`config.mk`:
```
export PLATFORM = sky130hd
export DESIGN_NAME = math_log2_34
export DESIGN_NICKNAME = d
export VERILOG_FILES = /design/src/rtl/math_log2_pkg.sv /design/src/rtl/math_lzc34.sv /design/src/rtl/math_log2_34.sv
export SDC_FILE = /design/constraint.sdc
export NUM_CORES = 1
export LEC_CHECK = 0
export ABC_CLOCK_PERIOD_IN_PS = 9600
export CAP_MARGIN = 30
export CORE_UTILIZATION = 55
export DETAILED_ROUTE_END_ITERATION = 8
export PLACE_DENSITY = 0.78
export RECOVER_POWER = 50
export SETUP_SLACK_MARGIN = 0.05
export SYNTH_ARGS = -nofsm -noshare
export SYNTH_HDL_FRONTEND = slang
export SYNTH_SLANG_ARGS = --single-unit
```
`constraint.sdc`:
```
create_clock -name clk -period 9.6 [get_ports clk]
set_input_delay 0.96 -clock clk [delete_from_list [all_inputs] [get_ports clk]]
set_output_delay 0.96 -clock clk [all_outputs]
set_load 0.05 [all_outputs]
```
`src/rtl/math_log2_pkg.sv`:
```
// Shared constants, log2 mantissa table and stage bundles for math_log2_34.
// LOG2_LUT[j] = round(1024*log2(1+j/64)), j = 0..64.
package math_log2_pkg;

    localparam int DIN_W  = 34;
    localparam int DOUT_W = 12;
    localparam int FRAC_W = 6;

    localparam logic [10:0] LOG2_LUT [0:64] = '{
        11'd0,    11'd23,   11'd45,   11'd68,
        11'd90,   11'd111,  11'd132,  11'd153,
        11'd174,  11'd194,  11'd214,  11'd234,
        11'd254,  11'd273,  11'd292,  11'd311,
        11'd330,  11'd348,  11'd366,  11'd384,
        11'd402,  11'd419,  11'd436,  11'd454,
        11'd470,  11'd487,  11'd504,  11'd520,
        11'd536,  11'd552,  11'd568,  11'd584,
        11'd599,  11'd614,  11'd629,  11'd644,
        11'd659,  11'd674,  11'd689,  11'd703,
        11'd717,  11'd731,  11'd745,  11'd759,
        11'd773,  11'd787,  11'd800,  11'd813,
        11'd827,  11'd840,  11'd853,  11'd866,
        11'd879,  11'd891,  11'd904,  11'd916,
        11'd929,  11'd941,  11'd953,  11'd965,
        11'd977,  11'd989,  11'd1001, 11'd1012,
        11'd1024
    };

    // detect -> normalize
    typedef struct packed {
        logic [33:0] din;
        logic [5:0]  e;
        logic        z;
    } s1_t;

    // normalize -> LUT/interpolate
    typedef struct packed {
        logic [5:0] e;
        logic [5:0] k;
        logic [3:0] t;
        logic       z;
    } s2_t;

endpackage

```
`src/rtl/math_lzc34.sv`:
```
// Combinational highest-set-bit encoder for a 34-bit operand.
// Ports: din (operand), idx (index of top set bit, 0 if none), zero (din == 0).
module math_lzc34
    import math_log2_pkg::*;
(
    input  logic [33:0] din,
    output logic [5:0]  idx,
    output logic        zero
);

    always_comb begin
        idx = '0;
        for (int i = 0; i < DIN_W; i++) begin
            if (din[i]) idx = 6'(i);
        end
    end

    assign zero = ~|din;

endmodule

```
`src/rtl/math_log2_34.sv`:
```
// Three-stage pipelined log2: 34-bit unsigned in, unsigned Q6.6 out.
// Ports: clk, reset_n, in_valid/in_ready/din, out_valid/out_ready/dout/out_zero.
module math_log2_34
    import math_log2_pkg::*;
(
    input  logic        clk,
    input  logic        reset_n,
    input  logic        in_valid,
    output logic        in_ready,
    input  logic [33:0] din,
    output logic        out_valid,
    input  logic        out_ready,
    output logic [11:0] dout,
    output logic        out_zero
);

    // Single global advance: every stage moves together or holds.
    logic ce;
    assign ce       = !out_valid || out_ready;
    assign in_ready = ce;

    // ---------------- stage 1: detect ----------------
    logic [5:0] lz_idx;
    logic       lz_zero;

    math_lzc34 u_lzc (
        .din  (din),
        .idx  (lz_idx),
        .zero (lz_zero)
    );

    logic v1;
    s1_t  s1;

    always_ff @(posedge clk or negedge reset_n) begin
        if (!reset_n) begin
            v1 <= 1'b0;
            s1 <= '0;
        end else if (ce) begin
            v1     <= in_valid;
            s1.din <= din;
            s1.e   <= lz_idx;
            s1.z   <= lz_zero;
        end
    end

    // ---------------- stage 2: normalize ----------------
    // Only n[32:23] is needed: the 10 bits just below the leading one.
    logic [5:0] sh;
    logic [9:0] nf;

    assign sh = 6'd33 - s1.e;
    assign nf = 10'((s1.din << sh) >> 23);

    logic v2;
    s2_t  s2;

    always_ff @(posedge clk or negedge reset_n) begin
        if (!reset_n) begin
            v2 <= 1'b0;
            s2 <= '0;
        end else if (ce) begin
            v2   <= v1;
            s2.e <= s1.e;
            s2.k <= nf[9:4];
            s2.t <= nf[3:0];
            s2.z <= s1.z;
        end
    end

    // ---------------- stage 3: LUT, interpolate, round ----------------
    logic [10:0] lk;
    logic [10:0] lk1;
    logic [10:0] dl;
    logic [14:0] prod;
    logic [10:0] f10;
    logic [6:0]  f6;
    logic [11:0] res;

    always_comb begin
        lk   = LOG2_LUT[s2.k];
        lk1  = LOG2_LUT[7'(s2.k) + 7'd1];
        dl   = lk1 - lk;
        prod = 15'(dl) * 15'(s2.t);
        f10  = lk + 11'(prod >> 4);
        f6   = 7'((12'(f10) + 12'd8) >> 4);
        // f6 == 64 carries straight into the integer field.
        res  = {s2.e, {FRAC_W{1'b0}}} + 12'(f6);
    end

    always_ff @(posedge clk or negedge reset_n) begin
        if (!reset_n) begin
            out_valid <= 1'b0;
            dout      <= '0;
            out_zero  <= 1'b0;
        end else if (ce) begin
            out_valid <= v2;
            dout      <= s2.z ? 12'd0 : res;
            out_zero  <= s2.z;
        end
    end

endmodule

```
## Word level (Yosys, flattened, before mapping)

Memory sizes are Yosys's and may differ from the RTL's.
Cells that the tools add are included.

| storage, ports and cells | value |
|---|---|
| flip-flop bits (word level) | 74 |
| memories kept | 2 |
| word-level logic and storage cells | 68 |
| input bits | 38 |
| output and inout port bits | 15 |
| ROM bits | 2816 |

Memories:

| memory | words | width | read ports | clocked after Yosys merged registers in | wr ports | line | source |
|---|---|---|---|---|---|---|---|
| (no name shown) | 128 | 11 | 1 | 0 | 0 | math_log2_34.sv:82 | `lk1 = LOG2_LUT[7'(s2.k) + 7'd1];` |
| (no name shown) | 128 | 11 | 1 | 0 | 0 | math_log2_34.sv:81 | `lk = LOG2_LUT[s2.k];` |

| operators by class | value |
|---|---|
| order comparisons | 2 |
| reductions and logical operators | 4 |
| add/subtract/negate cells | 6 |
| $mul | 1 |
| bitwise gates (word level) | 2 |
| shift operators | 1 |
| muxes and demuxes | 38 |

Operators by type and width:

| operator | count |
|---|---|
| $mux W5 | 16 |
| $mux W11 | 4 |
| $reduce_or A34 Y1 | 1 |
| $shl A34 B6 Y33 | 1 |
| $mux W4 | 8 |
| $mul A11 B4 Y15 | 1 |
| $add A12 B7 Y12 | 1 |
| $mux W12 | 1 |
| $mux W3 | 4 |
| $mux W6 | 2 |
| $add A11 B11 Y11 | 1 |
| $add A11 B4 Y11 const B | 1 |
| $sub A11 B11 Y11 | 1 |
| $ge A7 B8 Y1 const B | 1 |
| $ge A8 B8 Y1 const B | 1 |
| $not A7 Y8 | 1 |
| $add A6 B1 Y7 const B | 1 |
| $not A6 Y7 | 1 |
| $sub A6 B6 Y6 const A | 1 |
| $mux W2 | 2 |
| $logic_not A1 Y1 | 2 |
| $logic_or A1 B1 Y1 | 1 |
| $mux W1 | 1 |

## Longest topological paths before layout

Gate-level depths: netlist of the first run.

| depth | value |
|---|---|
| depth in word-level cells | 33 |
| mapped depth | 43 |
| gate-level depth less buffers | 42 |

## By module

Synthesis of the first run repeated with hierarchy kept, for this count alone.

| second synthesis, totals | value |
|---|---|
| cell total of the unflattened synthesis | 1108 |
| area, all modules | 8398.1 µm² |

By module, submodules not included:

| module | cells an instance | seq. area each (µm²) | area an instance (µm²) | instances |
|---|---|---|---|---|
| math_log2_34 | 1039 | 1826.8 | 8034.0 | 1 |
| math_lzc34 | 69 | 0.0 | 364.1 | 1 |

## Worst setup path after synthesis of the first run

Ideal clock, no wire load.

| timing path | value |
|---|---|
| kind | register to register |
| start | reg s2[7] in the netlist's numbering |
| end | reg dout[10] |
| arrival time | 8.766 ns |
| stages on the path, launching flop included | 43 |
| path slack | 0.713 ns |
| clock period less this slack | 8.887 ns |
| cells stage by stage | dfrtp_1 -> ha_1 -> clkbuf_1 -> nand2_1 -> xnor2_1 -> clkbuf_1 -> nor2_1 -> a311oi_1 -> a31oi_1 -> o21ai_0 -> nand2_1 -> ha_1 -> fa_1 -> nor2b_1 -> o21ai_1 -> a21boi_1 -> nor2_1 -> and2_1 -> [7 not listed] -> nor4_1 -> nor3_1 -> a21o_1 -> a21oi_1 -> xnor2_1 -> ha_1 -> ha_1 -> and2_1 -> o21ai_0 -> o311ai_4 -> o31ai_2 -> xnor2_1 -> xnor2_1 -> ha_1 -> ha_1 -> nand3_1 -> xnor2_1 -> a22o_1 |

| on the way | value |
|---|---|
| cells in the longest elaborated chain, start to end | 11 |
| elaborated cells on any way between the ends | 15 |

RTL lines:

| element | line | source |
|---|---|---|
| from (decl) | math_log2_34.sv:56 | `s2_t s2;` |
| $add A6 B1 Y7 | math_log2_34.sv:82 |  |
| $not A7 Y8 (implied by the code) | math_log2_34.sv:82 |  |
| $mem_v2 Z128 W11 | -- |  |
| $mux W11 (implied by the code) (2 in series) | math_log2_34.sv:82 |  |
| $sub A11 B11 Y11 | math_log2_34.sv:83 | `dl = lk1 - lk;` |
| $mul A11 B4 Y15 | math_log2_34.sv:84 | `prod = 15'(dl) * 15'(s2.t);` |
| $add A11 B11 Y11 (*) | math_log2_34.sv:85 | `f10 = lk + 11'(prod >> 4);` |
| $add A11 B4 Y11 (*) | math_log2_34.sv:86 | `f6 = 7'((12'(f10) + 12'd8) >> 4);` |
| $add A12 B7 Y12 (*) | math_log2_34.sv:88 | `res = {s2.e, {FRAC_W{1'b0}}} + 12'(f6);` |
| $mux W12 (*) | math_log2_34.sv:98 | `dout <= s2.z ? 12'd0 : res;` |
| to (signal assigned) | math_log2_34.sv:98 |  |
| to (decl) | math_log2_34.sv:13 | `output logic [11:0] dout,` |

Mark *: on every way between the ends. The rest lies on a longest branch, timed or not. The select of a mux whose other input is x is not followed.
A chain may end at the register's enable or synchronous reset.

## Worst setup path in the final report of the first run

Ends and elaborated chain as after synthesis.

==> metrics.txt, run 1 <==
Max Cap Violations 2; Post-CTS Setup Repair Bufs 0; Via density 6.13; Starting Density 0.566; Post-DP HPWL 15900 um; setup slack after placement 0.385 ns; Clock Sinks 73; drt first pass iters 6; fill count 1277; nets@finish 1230; htree depth 3; critical path launch point type flip-flop; Crit Path Category reg -> reg; RSZ-0062 raised after global routing no; cts hold-fix bufs 0; CTS resizes 0; Hold Crit Depth 2; Final Hold Vio Count 0; final wirelength 21500 um; clock buffer depth 2; commonest non-fill, non-tap cell in the layout nand2_1; CTS tree done; mean post-synth cell area 7.74 sq um; hold_ws 0.468 ns; Worst path most repeated cell ha_1; crit path capture type flip-flop; hold crit path type reg -> reg; IO Pins 53; Iter 0 DRT Violations 643; vias 7935; largest net degree at the start of global routing 74; initial antenna violation count 0; Detail Route Antenna Nets 0; first-pass GRT wire length 36400 um; outcome finished with violations; # DRC 0; Mapped Nets 1195; clock root cell clkbuf_16; clock transition at the registers of the reported paths 0.06 ns; die span in x 125 um; overall routing resource usage 0.289; vias in the first global route 7437; fin. max-slew vios 148; Crit path arrival time 9.22 ns; failing checks capacitance limit, slew limit; fin crit period 9.00 ns; EDFF count, synth 0; Cells after Synth 1071; clock insertion delay at the later pin of the skew report 0.34 ns; Tcrit/Tclk final 0.937; overflow left after global routing 0; slowest cell delay on critical path 0.53 ns; #FFs+latches synth 73; Area Growth Syn to Fin 13.5%; Peak Freq 0.111 GHz; relative slew slack -1.53; Die Height 125 um; WL per Instance 16.6 um; Die Area 15600 sq um; length in cells of the worst reg-to-reg path 40; worst-margin pin slew 3.80 ns; Core Region 14600 sq um; final worst slack 0.600 ns; Ant. Diodes 0; worst endpoint required time 9.83 ns; Core Rows 44; I/O Buffers 52; post-synth cell types 67; ys async rst share 1.00; layout cell share with drive strength beyond 1 0.0792; Final GP Congestion 0.974; most frequent cells in the layout nand2_1 (207), nor2_1 (75), inv_1 (73), dfrtp_1 (72); Worst Skew 0.00789 ns; Syn. warnings 0; crit-path max FO 28; Final setup viols 0; synthesized area 8290 sq um; TNS Setup 0 ns; Post-synth top flop dfrtp_1; Slowest cell on crit path fa_1; Num CTS Buffers 9; Core Util, Final 0.643; register area share after synthesis 0.220
==> synth_stat cells, types with 15 or more instances <==
library cell    n  area, sq um
nand2_1       207          777
nor2_1         75          282
dfrtp_1        73         1830
inv_1          73          274
ha_1           68          851
o21ai_0        67          335
a21oi_1        62          310
clkbuf_1       38          143
mux2i_1        34          340
nor3_1         29          145
nand3_1        24          120
and2_1         20          125
xnor2_1        19          166
fa_1           18          360
mux4_2         17          383
nand2b_1       17          106
a211oi_1       15          113
==> layout make-up <==
class	instances	area, sq um	share of cell area
multi-input cells	863	6010	0.638
flip-flops and latches	73	1830	0.194
repair buffers	82	731	0.0776
inverters	77	289	0.0307
well taps	184	230	0.0245
clock buffers	9	225	0.0239
clock inverters	7	101	0.0108
==> registers in the layout, indices dropped and copies added, names as in the netlist <==
register / cells
out_zero: 1
dout: 12
v1: 1
v2: 1
s1: 40
s2: 17
out_valid: 1
==> per-layer routing <==
metal	up-vias	wire length, um	global-route usage
met4	0	876	0.143
met5	-	0	0
met2	303	10200	0.474
met1	3716	9190	0.373
li1	3857	-	-
met3	59	1260	0.0412
==> critical path, delay by kind of cell, from the launching register on <==
family	cells	cell delay (ns)
AO/OA/AOI/OAI	10	2.42
XOR/XNOR	4	0.60
adder cells (fa/ha/maj)	9	2.98
buffers and inverters	5	0.81
flip-flops	1	0.46
AND/OR/NAND/NOR	12	1.59
==> worst paths after layout <==
| path | from | endpoint | slack, ns |
|---|---|---|---|
| worst max register to register | s2[7] | dout[10] | 0.60 |
| min in group asynchronous | reset_n | dout[0] | 2.02 |
| worst min register to register | out_zero | out_zero | 0.47 |
| worst max-delay path | s2[7] | dout[10] | 0.60 |
| max in group asynchronous | reset_n | s2[6] | 5.13 |
| worst min-delay path | out_zero | out_zero | 0.47 |
==> cells by family after synthesis <==
logic type | Yosys count | synth area share
flops | 73 | 0.220
buf+inv | 135 | 0.0620
mux | 58 | 0.0967
xor+xnor | 34 | 0.0368
fa+ha+maj | 86 | 0.146
compound gates | 260 | 0.209
simple gates | 425 | 0.229
==> metrics by stage <==
stage          instances  area [sq um]
3_5_place_dp        1279          9060
3_3_place_gp        1278          9050
6_report            1295          9420
5_1_grt             1295          9420
2_1_floorplan       1071          8290
4_1_cts             1295          9390
Power of run 1 is not shown: default switching activity piles up to over one toggle a cycle in this logic, so the estimate is an artifact.
==> inputs of run 2 (changes only) <==
--- a/config.mk
+++ b/config.mk
@@ -9,5 +9,5 @@
 export CAP_MARGIN = 30
-export CORE_UTILIZATION = 55
+export CORE_UTILIZATION = 56
 export DETAILED_ROUTE_END_ITERATION = 8
-export PLACE_DENSITY = 0.78
+export PLACE_DENSITY = 0.79
 export RECOVER_POWER = 50
==> constraint.sdc (replaced) <==
create_clock -name clk -period 9.6 [get_ports clk]
set_input_delay 1.92 -clock clk [delete_from_list [all_inputs] [get_ports clk]]
set_output_delay 1.92 -clock clk [all_outputs]
set_load 0.05 [all_outputs]
==> run 2 against run 1 <==
Compared with the run above: the flow finishes with violations (DRC, capacitance limit, slew limit); worst hold slack worse by 0.012 ns; via count increased by 1.1%; sequential cell count unchanged; maximum frequency decreased by 0.59%; cell count hardly changed; global-route usage rose by 1.7 points; largest cell class unchanged; worst setup slack got worse by 0.053 ns; register-to-register slack lost 0.05 ns; clock skew is 0.0059 ns higher; non-clock buffer count increased by 1; sequential share of layout area is 0.067 points higher; critical path depth fell by 2.
==> metrics.txt, run 2 (synthesis results as in run 1) <==
drt first pass iters 8 (+2); max reg flops 40 (unchanged); CTS tree done; outcome finished with violations; Area Growth Syn to Fin 13.0%; fill count 1256 (-1.6%); Peak Freq 0.110 GHz (-0.59%); Ant. Diodes 0 (unchanged); WL per Instance 17.0 um (+2.1%); clock transition at the registers of the reported paths 0.06 ns (about the same); initial antenna violation count 0 (unchanged); Iter 0 DRT Violations 680 (+5.8%); Die Area 15300 sq um (-1.8%); gr busiest metal met2; Num CTS Buffers 9 (unchanged); Final Hold Vio Count 0 (unchanged); commonest non-fill, non-tap cell in the layout nand2_1; vias 8024 (+1.1%); most frequent cells in the layout nand2_1 (207), nor2_1 (75), dfrtp_1 (73), inv_1 (72), o21ai_0 (67); TNS Setup 0 ns (unchanged); GR Layer Usage met3 0.0330 (-0.00827); Core Rows 44 (unchanged); Slowest cell on crit path mux4_2; Die Height 124 um (-0.88%); Worst Skew 0.0138 ns (+0.00587 ns); clock insertion delay at the later pin of the skew report 0.35 ns (about the same); final wirelength 22000 um (+2.2%); Crit path arrival time 9.27 ns (+0.05 ns); vias in the first global route 7643 (+2.8%); failing checks DRC, capacitance limit, slew limit; Tcrit/Tclk final 0.943 (+0.00557); Post-DP HPWL 16700 um (+4.8%); # DRC 1 (+1); hold crit path type reg -> reg; htree depth 3 (unchanged); fin. max-slew vios 148 (unchanged); Detail Route Antenna Nets 0 (unchanged); fin crit period 9.05 ns (+0.0535 ns); Crit Path Category reg -> reg; Core Region 14500 sq um (-1.1%); worst endpoint required time 9.82 ns (about the same); Worst path most repeated cell ha_1; die span in x 124 um (-0.88%); crit path capture type flip-flop; clock buffer depth 2 (unchanged); cts hold-fix bufs 0 (unchanged); slowest cell delay on critical path 0.57 ns (+0.04 ns); relative slew slack -1.54 (-0.0118); worst-margin pin slew 3.82 ns (+0.0177 ns); Final setup viols 0 (unchanged); largest registers in the final layout s1 x40, s2 x17, dout x12; Final GP Congestion 0.942 (-3.3%); GR Layer Usage met1 0.385 (+0.0114); crit-path max FO 10 (-64%); clock root cell clkbuf_16; GR Util met2 0.515 (+0.0410); IO Pins 53 (unchanged); Clock Sinks 73 (unchanged); overall routing resource usage 0.306 (+0.0174); Max Cap Violations 2 (unchanged); Starting Density 0.573 (+0.00646); overflow left after global routing 0 (unchanged); critical path launch point type flip-flop; largest net degree at the start of global routing 74 (unchanged); Biggest register s1; first-pass GRT wire length 36700 um (+0.78%); layout cell share with drive strength beyond 1 0.0809 (+0.00173); I/O Buffers 52 (unchanged); nets@finish 1231 (+0.081%); hold_ws 0.456 ns (-0.0115 ns); Via density 6.19 (+1.0%); RSZ-0062 raised after global routing no
run 2: layout make-up:
type | instances | area (sq um) | share of cell area
inverters | 77 | 293 | 0.0312
multi-input cells | 863 | 6010 | 0.641
clock inverters | 6 | 42.5 | 0.00454
clock buffers | 10 | 229 | 0.0244
well taps | 184 | 230 | 0.0246
flip-flops and latches | 73 | 1830 | 0.195
repair buffers | 83 | 746 | 0.0795
run 2: stage by stage:
stage	util	area [sq um]	setup WS (ns)	std cells
after detailed placement	0.627	9070	0.521	1280
after floorplan	-	8290	0.713	1071
after global routing	0.648	9380	0.0679	1296
after CTS	0.646	9350	0.473	1296
final	0.648	9380	0.547	1296
after global placement	0.625	9050	0.762	1278
run 2: critical path: cells and delay by family (launching register included):
family	cells	cell delay [ns]
buf+inv	3	0.17
fa+ha+maj	9	2.99
xor+xnor	5	1.06
simple gates	9	1.35
compound gates	11	2.27
mux	1	0.57
flops	1	0.53
run 2: metal layers:
layer	up-vias	share of wire
li1	3856	-
met1	3769	0.42
met2	309	0.48
met3	90	0.049
met4	0	0.050
met5	-	0
run 2: worst paths after layout:
path                       startpoint        end  slack (ns)  depth (start not counted)
min reg2reg                        v2  out_valid        0.46                          1
max in group asynchronous     reset_n     s1[13]        4.45                          2
min in group asynchronous     reset_n    dout[5]        3.00                          2
min                                v2  out_valid        0.46                          1
max                             s2[6]   dout[10]        0.55                         38
max reg2reg                     s2[6]   dout[10]        0.55                         38
run 2: what timing repair did:
action / in CTS / in global routing
setup endpoints to repair: 0 / 3
gates resized for setup: 0 / 6
setup buffers: 0 / 0
hold endpoints to repair: 0 / 0
Power of run 2 is left out for the same reason.
==> inputs of run 3 (changes only) <==
Settings changed: SLEW_MARGIN set to 25.
==> run 3 against run 2 <==
Compared with the run above: the run still ends with DRC, capacitance limit, slew limit left; wire length is 1.3% higher; cell count up 0.15%; design area barely moved; sequential share of layout area barely moved; highest routed layer unchanged.
==> metrics.txt, run 3 (synthesis results as in run 1) <==
Worst path most repeated cell ha_1; die span in x 124 um (unchanged); outcome finished with violations; fin crit period 9.06 ns (+0.00950 ns); overall routing resource usage 0.306 (unchanged); max reg flops 40 (unchanged); Max Cap Violations 2 (unchanged); slowest cell delay on critical path 0.56 ns (about the same); CTS tree done; gr busiest metal met2; GR Util met2 0.515 (unchanged); htree depth 3 (unchanged); Final Hold Vio Count 0 (unchanged); vias in the first global route 7643 (unchanged); fin. max-slew vios 125 (-16%); critical path launch point type flip-flop; worst setup path startpoint s2[6]; nets@finish 1233 (+0.16%); Via density 6.19 (about the same); hold path startpoint v2; Core Rows 44 (unchanged); Post-DP HPWL 16700 um (unchanged); Crit path max-delay family adder cells; Ant. Diodes 0 (unchanged); CTS resizes 0 (unchanged); Die Height 124 um (unchanged); Post-CTS Setup Repair Bufs 0 (unchanged); Crit path arrival time 9.28 ns (about the same); worst endpoint required time 9.82 ns (about the same); Starting Density 0.573 (unchanged); overflow left after global routing 0 (unchanged); Worst Skew 0.0117 ns (-0.00205 ns); relative slew slack -0.961 (+0.582); Biggest register s1; layout cell share with drive strength beyond 1 0.0808 (-0.000145); # DRC 1 (unchanged); largest registers in the final layout s1 x40, s2 x17, dout x12; WL per Instance 17.2 um (+1.2%); Iter 0 DRT Violations 636 (-6.5%); Reg2Reg Setup Slack 0.54 ns (about the same); fill count 1249 (-0.56%); cts hold-fix bufs 0 (unchanged); IO Pins 53 (unchanged); failing checks DRC, capacitance limit, slew limit; hold crit path type reg -> reg; Clock Sinks 73 (unchanged); clock buffer depth 2 (unchanged); I/O Buffers 52 (unchanged); clock transition at the registers of the reported paths 0.06 ns (about the same); initial antenna violation count 0 (unchanged); RSZ-0062 raised after global routing no; vias 8030 (+0.075%); Die Area 15300 sq um (unchanged); crit-path max FO 10 (unchanged); Final setup viols 0 (unchanged); crit path capture type flip-flop; most frequent cells in the layout nand2_1 (207), nor2_1 (75), dfrtp_1 (73), inv_1 (72), o21ai_0 (67); clock root cell clkbuf_16; reg-to-reg critical path startpoint s2[6]; drt first pass iters 8 (unchanged); worst-margin pin slew 2.94 ns (-0.874 ns); commonest non-fill, non-tap cell in the layout nand2_1; Core Region 14500 sq um (unchanged); clock insertion delay at the later pin of the skew report 0.35 ns (about the same); Peak Freq 0.110 GHz (-0.11%); Final GP Congestion 0.942 (unchanged); first-pass GRT wire length 36700 um (unchanged); Tcrit/Tclk final 0.944 (+0.000990); Slowest cell on crit path mux4_2; Area Growth Syn to Fin 13.1% (about the same); Buf+Inv Stages, Crit Path 3 (unchanged); Detail Route Antenna Nets 0 (unchanged); TNS Setup 0 ns (unchanged); GR Layer Usage met3 0.0330 (unchanged); Crit Path Category reg -> reg; final wirelength 22300 um (+1.3%); largest net degree at the start of global routing 74 (unchanged); Num CTS Buffers 9 (unchanged); GR Layer Usage met1 0.385 (unchanged)
## run 3: through the flow
step | worst slack, ns | hold WS (ns) | cell area (sq um) | util | std cells
after global routing | 0.0679 | 0.507 | 9380 | 0.648 | 1298
after CTS | 0.473 | 0.457 | 9350 | 0.646 | 1296
after floorplan | 0.713 | 0.430 | 8290 | - | 1071
final | 0.537 | 0.458 | 9380 | 0.648 | 1298
after global placement | 0.762 | 0.440 | 9050 | 0.625 | 1278
after detailed placement | 0.521 | 0.449 | 9070 | 0.627 | 1280
## run 3: worst paths after layout
| kind | endpoint | depth (start not counted) |
|---|---|---|
| setup reg to reg | dout[10] | 38 |
| hold / removal | out_valid | 1 |
| setup / recovery | dout[10] | 38 |
| hold reg to reg | out_valid | 1 |
| min in group asynchronous | dout[5] | 2 |
| max in group asynchronous | s1[12] | 3 |
## run 3: metal layers
layer,up-vias,routed length (um)
met5,-,0
met1,3766,9060
met3,90,1230
met2,324,10800
li1,3850,-
met4,0,1160
## run 3: worst reg2reg max path: cells and delay by family (launching register included)
family                     cells  cell delay, ns
AOI/OAI and AO/OA             11            2.28
xor gates and xnor gates       5            1.08
adders and majority gates      9            2.99
buffers and inverters          3            0.17
DFF                            1            0.52
muxes                          1            0.57
and+or+nand+nor                9            1.35
## run 3: cell type report
cell class | instances | area [sq um] | share of cell area
Sequential cell | 73 | 1830 | 0.195
Timing Repair Buffer | 85 | 753 | 0.0803
Tap cell | 184 | 230 | 0.0245
Clock inverter | 6 | 42.5 | 0.00453
Multi-Input combinational cell | 863 | 6010 | 0.640
Clock buffer | 10 | 229 | 0.0244
Inverter | 77 | 293 | 0.0312
Power of run 3 is left out for the same reason.
